--- src/rtl/slice_coeff_seq.sv ---
// slice_coeff_seq: feeds pixels and their per-position coefficients to an accumulator slice,
// then drains the slice FIFO once the frame has ended.
//
// Frame sequence: IDLE -> (sof) STREAM -> (eof) FLUSH (2 cycles) -> DRAIN (WPI cycles) -> IDLE.
//
// Ports
//   clk         single rising-edge clock
//   reset       synchronous active-high reset; the coefficient table is not reset
//   sof, eof    start / end of frame pulses (sof honoured only in IDLE, eof only in STREAM)
//   dvi         input pixel valid
//   data_in     input pixel
//   cfg_wr      coefficient table write strobe (honoured only in IDLE)
//   cfg_addr    coefficient table write address
//   cfg_data    signed coefficient to write
//   dvo         pixel valid toward the slice (1 cycle after dvi)
//   data        pixel toward the slice (held while dvo=0)
//   svcoeff     coefficient paired with data (held while dvo=0)
//   newblock    marks the last pixel of a block, qualified by dvo
//   download    slice drain/clear command, high for WPI cycles in DRAIN
//   regout      slice FIFO output
//   result_data regout captured on each download cycle, valid with result_dv
//   result_dv   download delayed by one cycle
//   busy        high whenever the sequencer is not in IDLE
module slice_coeff_seq #(
  parameter int unsigned DWIDTH    = 8,
  parameter int unsigned CWIDTH    = 9,
  parameter int unsigned BLOCKSIZE = 32,
  parameter int unsigned WINCOLS   = 8,
  parameter int unsigned WPI       = 40
) (
  input  logic                                   clk,
  input  logic                                   reset,
  input  logic                                   sof,
  input  logic                                   eof,
  input  logic                                   dvi,
  input  logic        [DWIDTH-1:0]               data_in,
  input  logic                                   cfg_wr,
  input  logic        [$clog2(BLOCKSIZE*WINCOLS)-1:0] cfg_addr,
  input  logic signed [CWIDTH-1:0]               cfg_data,
  output logic                                   dvo,
  output logic        [DWIDTH-1:0]               data,
  output logic signed [CWIDTH-1:0]               svcoeff,
  output logic                                   newblock,
  output logic                                   download,
  input  logic signed [31:0]                     regout,
  output logic signed [31:0]                     result_data,
  output logic                                   result_dv,
  output logic                                   busy
);

  localparam int unsigned Depth = BLOCKSIZE * WINCOLS;
  localparam int unsigned AW    = $clog2(Depth);
  localparam int unsigned PW    = (BLOCKSIZE > 1) ? $clog2(BLOCKSIZE) : 1;
  localparam int unsigned BW    = (WINCOLS > 1) ? $clog2(WINCOLS) : 1;
  localparam int unsigned DCW   = (WPI > 1) ? $clog2(WPI) : 1;

  typedef enum logic [1:0] {StIdle, StStream, StFlush, StDrain} state_e;

  state_e                    state_q;
  logic        [PW-1:0]      pix_q;
  logic        [BW-1:0]      blk_q;
  logic                      flush_q;
  logic        [DCW-1:0]     drain_q;
  logic                      dvo_q;
  logic        [DWIDTH-1:0]  data_q;
  logic signed [CWIDTH-1:0]  svcoeff_q;
  logic                      newblock_q;
  logic                      download_q;
  logic signed [31:0]        result_data_q;
  logic                      result_dv_q;
  logic                      busy_q;

  logic signed [CWIDTH-1:0]  coef_q [Depth];

  logic        [PW+BW-1:0]   rd_cat;
  logic        [AW-1:0]      rd_addr;
  logic                      pix_last;
  logic                      blk_last;

  // BLOCKSIZE is a power of two, so blkcount*BLOCKSIZE+pixcount is a plain concatenation.
  assign rd_cat   = {blk_q, pix_q};
  assign rd_addr  = AW'(rd_cat);
  assign pix_last = (pix_q == PW'(BLOCKSIZE - 1));
  assign blk_last = (blk_q == BW'(WINCOLS - 1));

  // Coefficient table: no reset so contents survive a sequencer reset.
  always_ff @(posedge clk) begin
    if (cfg_wr && (state_q == StIdle)) begin
      coef_q[cfg_addr] <= cfg_data;
    end
  end

  always_ff @(posedge clk) begin
    if (reset) begin
      state_q       <= StIdle;
      pix_q         <= '0;
      blk_q         <= '0;
      flush_q       <= 1'b0;
      drain_q       <= '0;
      dvo_q         <= 1'b0;
      data_q        <= '0;
      svcoeff_q     <= '0;
      newblock_q    <= 1'b0;
      download_q    <= 1'b0;
      result_data_q <= '0;
      result_dv_q   <= 1'b0;
      busy_q        <= 1'b0;
    end else begin
      dvo_q       <= 1'b0;
      newblock_q  <= 1'b0;
      result_dv_q <= download_q;
      // FIFO word presented during a download cycle is captured alongside result_dv.
      if (download_q) begin
        result_data_q <= regout;
      end

      unique case (state_q)
        StIdle: begin
          if (sof) begin
            state_q <= StStream;
            pix_q   <= '0;
            blk_q   <= '0;
            busy_q  <= 1'b1;
          end
        end
        StStream: begin
          if (dvi) begin
            dvo_q      <= 1'b1;
            data_q     <= data_in;
            svcoeff_q  <= coef_q[rd_addr];
            newblock_q <= pix_last;
            if (pix_last) begin
              pix_q <= '0;
              blk_q <= blk_last ? '0 : blk_q + BW'(1);
            end else begin
              pix_q <= pix_q + PW'(1);
            end
          end
          // A pixel coincident with eof has already been accepted above.
          if (eof) begin
            state_q <= StFlush;
            flush_q <= 1'b0;
          end
        end
        StFlush: begin
          // Two idle cycles let the slice's multiplier stage settle before draining.
          if (flush_q) begin
            state_q    <= StDrain;
            drain_q    <= '0;
            download_q <= 1'b1;
          end else begin
            flush_q <= 1'b1;
          end
        end
        StDrain: begin
          if (drain_q == DCW'(WPI - 1)) begin
            state_q    <= StIdle;
            download_q <= 1'b0;
            busy_q     <= 1'b0;
          end else begin
            drain_q <= drain_q + DCW'(1);
          end
        end
        default: state_q <= StIdle;
      endcase
    end
  end

  assign dvo         = dvo_q;
  assign data        = data_q;
  assign svcoeff     = svcoeff_q;
  assign newblock    = newblock_q;
  assign download    = download_q;
  assign result_data = result_data_q;
  assign result_dv   = result_dv_q;
  assign busy        = busy_q;

endmodule

--- config.mk ---
export PLATFORM = sky130hd
export DESIGN_NAME = slice_coeff_seq
export DESIGN_NICKNAME = d
export VERILOG_FILES = /design/src/rtl/slice_coeff_seq.sv
export SDC_FILE = /design/constraint.sdc
export NUM_CORES = 2
export LEC_CHECK = 0
export ABC_AREA = 0
export ABC_CLOCK_PERIOD_IN_PS = 7440
export CORE_ASPECT_RATIO = 0.8
export CORE_MARGIN = 5
export CORE_UTILIZATION = 26
export DETAILED_ROUTE_END_ITERATION = 8
export PLACE_DENSITY = 0.46
export SETUP_SLACK_MARGIN = 0.3
export SLEW_MARGIN = 10
export SYNTH_ARGS = -nofsm -noshare
export SYNTH_HDL_FRONTEND = slang
export SYNTH_SLANG_ARGS = --single-unit
--- constraint.sdc ---
create_clock -name clk -period 7.44 [get_ports clk]
set_input_delay 1.488 -clock clk [delete_from_list [all_inputs] [get_ports clk]]
set_output_delay 1.488 -clock clk [all_outputs]
set_load 0.005 [all_outputs]
Yosys cells after proc, flatten, opt, wreduce, memory -nomap -nowiden
Memories as Yosys holds them, arrays and structs flattened. A register that Yosys moved wholly into a read port is not among the register bits.
Index checks and enable logic that the tools add are counted.
{"block": "word_totals", "ff_bits": 62, "output_inout_bits": 54, "mem_count": 1, "ram_bits": 2304}
{"block": "classes", "bitwise_logic": 2, "mux": 27, "eq_ne": 13, "addsub": 3, "n_reduce_logical": 16}
{"memory": "coef_q", "words": 256, "word_bits": 9, "rd": 1, "rd_ports_with_merged_regs": 1, "wr": 1, "line": "73", "text": "logic signed [CWIDTH-1:0] coef_q [Depth];"}
{"cell": "5-bit 2-to-1 mux", "n": 3}
{"cell": "2-bit != test (second input constant)", "n": 7}
{"cell": "3-bit 2-to-1 mux", "n": 4}
{"cell": "6-bit 2-to-1 mux", "n": 2}
{"cell": "6-bit case mux with 2 select lines", "n": 1}
{"cell": "3-bit AND reduction", "n": 4}
{"cell": "5-bit case mux with 2 select lines", "n": 1}
{"cell": "2-bit 2-to-1 mux", "n": 4}
{"cell": "2-bit case mux with 4 select lines", "n": 1}
{"cell": "4-bit AND reduction", "n": 2}
{"cell": "2-bit nonzero test", "n": 4}
{"cell": "1-bit 2-to-1 mux", "n": 7}
{"cell": "6-bit by 1-bit adder with 6-bit output (second input constant)", "n": 1}
{"cell": "6-bit equality test (second input constant)", "n": 1}
{"cell": "1-bit case mux with 2 select lines", "n": 3}
{"cell": "3-bit case mux with 2 select lines", "n": 1}
{"cell": "5-bit by 1-bit adder with 5-bit output (second input constant)", "n": 1}
{"cell": "5-bit equality test (second input constant)", "n": 1}
{"cell": "2-bit equality test (second input constant)", "n": 2}
{"cell": "2-bit AND reduction", "n": 2}
{"cell": "3-bit by 1-bit adder with 3-bit output (second input constant)", "n": 1}
{"cell": "3-bit equality test (second input constant)", "n": 1}
{"cell": "3-bit OR reduction", "n": 1}
{"cell": "2-bit by 1-bit equality test with 1-bit output (second input constant)", "n": 1}
{"cell": "other kinds (4)", "n": 5}

Logic depth before layout (Yosys ltp)
{"block": "depth", "word_depth": 5, "depth_mapped": 13}

Least setup slack after synthesis
Ideal clock, no wire load.
{"block": "synth_timing", "path_type": "input port to flip-flop", "startpoint": "input port cfg_addr[0]", "endpoint": "memory coef_q[237][0], enable pin", "setup_time_ns": 0.374, "t_required_ns": 7.066, "t_arrival_ns": 2.976, "setup_slack_ns": 4.090, "stages": 6, "cell_sequence": "clkbuf_1 > nor2b_1 > clkbuf_1 > nand4_1 > clkbuf_1 > nor2_1"}
{"element": "from (decl)", "line": "38", "text": "input logic [$clog2(BLOCKSIZE*WINCOLS)-1:0] cfg_addr,"}
{"element": "to (decl)", "line": "73"}
No word-level cell before the write port.

==> impl_metrics.yaml <==
sta:
  finClkSkew_ns: 0.0722
  finalHoldViolations: 0
  rsz0062_at_grt: "false"
  finalSetupViolCount: 0
  tightest_slew_ns: 1.48
  post-route-period-util_pct: 63.7
  finalCriticalPeriod_ns: 4.74
  maxSlewViolCount: 0
  fmax_ghz: 0.211
  fin_tns_setup_ns: 0
  slew_headroom_pct: 0.874
logic_synthesis:
  synth_top_family_by_area: "multiplexers"
  netlist_area_mm2: 0.0924
  muxShareOfSynthArea_pct: 16.2
  synth_xor_area_share_pct: 0.0379
  synth_fa_ha_area_share_pct: 0.135
  async_reset_ff_share_pct: 0
  synth_simple_gate_area_share_pct: 3.46
  yosysSeqAreaShare_pct: 76.5
  ys_warn_count: 0
  synth_compound_area_share_pct: 2.07
  synth_ff_type: "edfxtp_1"
  synth_edf_count: 2304
  ys_ff_latch: 2375
  yosys.cell_types.count: 63
  syn_avg_cell_area_um2: 20.7
  synth_nets: 4525
  syn_inst: 4452
placed_design:
  dpl.cell_count: 9136
  place_congestion: 0.829
  io_buffers: 116
  dp_hpwl_um: 179000
worst_hold_path:
  hold_depth: 2
  min_path_type: "flip-flop to flip-flop"
  holdCritStartpoint: "data[4]"
  hold_end: "data[4]"
worst_setup_path:
  critPathMaxFanout: 80
  end_kind: "flip-flop"
  critPathMaxStageDelay_ns: 0.91
  critical_path_buf_inv_count: 2
  critical_path_class: "flip-flop to flip-flop"
  arrival_ns: 5.53
  r2r_start: "pix_q[1]"
  cp_cell_sequence: "buf_12 -> buf_4 -> mux4_2 -> and2_1 -> a2111oi_0 -> a41oi_1 -> o211ai_1 -> o22ai_1 -> a2111o_1"
  cp_top_family: "compound AO/OA/AOI/OAI gates"
  r2r_slack_ns: 2.70
  reg2reg_depth: 9
  cp_slowest_cell: "a2111oi_0"
  r2r-end: "svcoeff[8]"
  worst_ep_required_time_ns: 8.23
  path_depth: 9
  critical_path.startpoint_type: "flip-flop"
pwr:
  power_frac_seq_pct: 49.5
  power_uw: 29900
  p_leak_uw: 0.0312
  powerDensity_mw_per_mm2: 280
  power_switching_share_pct: 24.0
  pwr-share-comb_pct: 11.0
  pwr-share-clk_pct: 39.5
  peakVddDrop_mv: 0.189
  p_sw_uw: 7170
  intPower_uw: 22700
clocking:
  cts_sinks: 2375
  path_clk_slew_ns: 0.07
  cts_root_buffer: "clkbuf_16"
  tritoncts: "done"
  clk_latency_ns: 0.91
  cts_made_buffers: 233
  cts_resized: 0
  post_cts_buffers: 0
  cts_hold_buf: 0
  ctsLongestPathBuffers: 4
  htreeDepth: 4
floorplan:
  dieArea_mm2: 0.367
  dieWidth_um: 676
  io_pins: 117
  num_rows: 195
  start_util_pct: 26.1
  core_area_mm2: 0.353
  die_y_um: 543
cells_and_area:
  multiInputGateArea_mm2: 0.0203
  regArea_mm2: 0.0706
  area_delta_synth_final_pct: 15.4
  final_nets: 4716
  stdcell_count: 9562
  nFillCells: 34221
  drive_gt1_share_pct: 22.4
detailed_routing:
  wl_per_cell_um: 30.1
  drc: 0
  wl_um: 288000
  vias_per_cell: 4.88
  drtIter0Drc: 5546
  vias: 46689
  ant_nets: 0
  drtPass1Iterations: 5
status:
  outcome: "finished, violations left"
  violations: "capacitance limit"
global_routing:
  antenna_found_initial: 20
  grt_max_degree: 133
  grt_first_pass_wirelength_um: 396000
  first_global_vias: 46774
  track_usage_pct: 15.2
  grt_overflow: 0
run:
  drv_cap: 1
==> registers in the layout, indices dropped and copies added (netlist names), 2 cells and up <==
signal	cells
coef_q	2304
result_data	32
svcoeff	9
data	8
drain_q	6
pix_q	5
blk_q	3
state_q	2
==> synthesized netlist by cell type (all sizes together) (30+ instances only) <==
library cell     n  share of area [%]
a21oi           70               0.38
buf            147                1.1
clkbuf         122               0.50
dfxtp           71                1.5
edfxtp        2304                 75
mux2i          161                1.7
mux4           588                 14
nand2          230               0.93
nand3           70               0.38
nor2           334                1.4
o221ai          36               0.34
o22ai           30               0.20
==> per-stage QoR <==
stage | setup slack (ns) | hold WS (ns) | util (%) | instance area, um2
after floorplan | 4.09 | 0.453 | - | 92400
after global placement | 1.83 | 0.447 | 28.1 | 99100
after detailed placement | 1.72 | 0.448 | 28.1 | 99100
after CTS | 2.65 | 0.457 | 30.2 | 107000
after global routing | 2.63 | 0.483 | 30.2 | 107000
final | 2.70 | 0.454 | 30.2 | 107000
==> metal layers <==
layer | share of wire (%) | track usage, %
met1 | 47 | 23.4
met3 | 8.5 | 3.74
met4 | 2.2 | 3.33
met2 | 42 | 21.6
met5 | 0.0045 | 0
==> power groups by stage <==
stage	clock network [uW]	registers [uW]	logic [uW]
3_3_place_gp	0	15100	3330
4_1_cts	12000	14800	3340
3_5_place_dp	0	15100	3330
6_report	11800	14800	3290
2_1_floorplan	0	15000	2230
5_1_grt	12600	14800	3500
==> layout by cell type, fill, tap and decap left out, types with 24 or more instances in the layout <==
master	instances
nand2_1	229
clkdlybuf4s50_1	106
clkbuf_1	36
clkinv_2	55
a211oi_1	25
buf_4	89
nor3_1	28
mux4_2	581
bufinv_16	24
mux2i_1	161
o22ai_1	30
dfxtp_1	63
clkbuf_16	234
nor2_1	332
edfxtp_1	2304
o221ai_1	36
nand3_1	62
a21oi_1	70
clkinv_1	48
==> cell families (layout without fill, tap and decap cells) <==
group / after synthesis / after routing
DFF: 2375 / 2375
buffers and inverters: 277 / 656
adders and majority gates: 10 / 10
other: 0 / 3
and+or+nand+nor: 755 / 755
AOI/OAI and AO/OA: 276 / 276
xor gates and xnor gates: 4 / 4
muxes: 755 / 755
==> cell type report <==
class / instances / share of cell area (%)
antenna: 3 / 0.00704
clock inverter: 153 / 1.35
multi-input combinational: 1800 / 19.0
sequential: 2375 / 66.3
clock buffer: 270 / 5.62
timing repair buffer: 225 / 2.13
inverter: 8 / 0.0399
tap: 4728 / 5.55
==> worst min-delay path, cell delays in order, from the launching register on <==
cell,delay [ns]
dfxtp_1,0.31
nand2_1,0.05
a21oi_1,0.05
==> worst max-delay path by stage <==
stage                           to        start  slack (ns)
finish                  svcoeff[8]     pix_q[1]        2.70
global route            svcoeff[8]     pix_q[1]        2.63
CTS                 coef_q[160][2]       cfg_wr        2.65
detailed placement  coef_q[160][7]       cfg_wr        1.72
global placement    coef_q[160][4]       cfg_wr        1.83
floorplan           coef_q[237][0]  cfg_addr[0]        4.09
No activity file was read; power rests on OpenSTA's default activity.
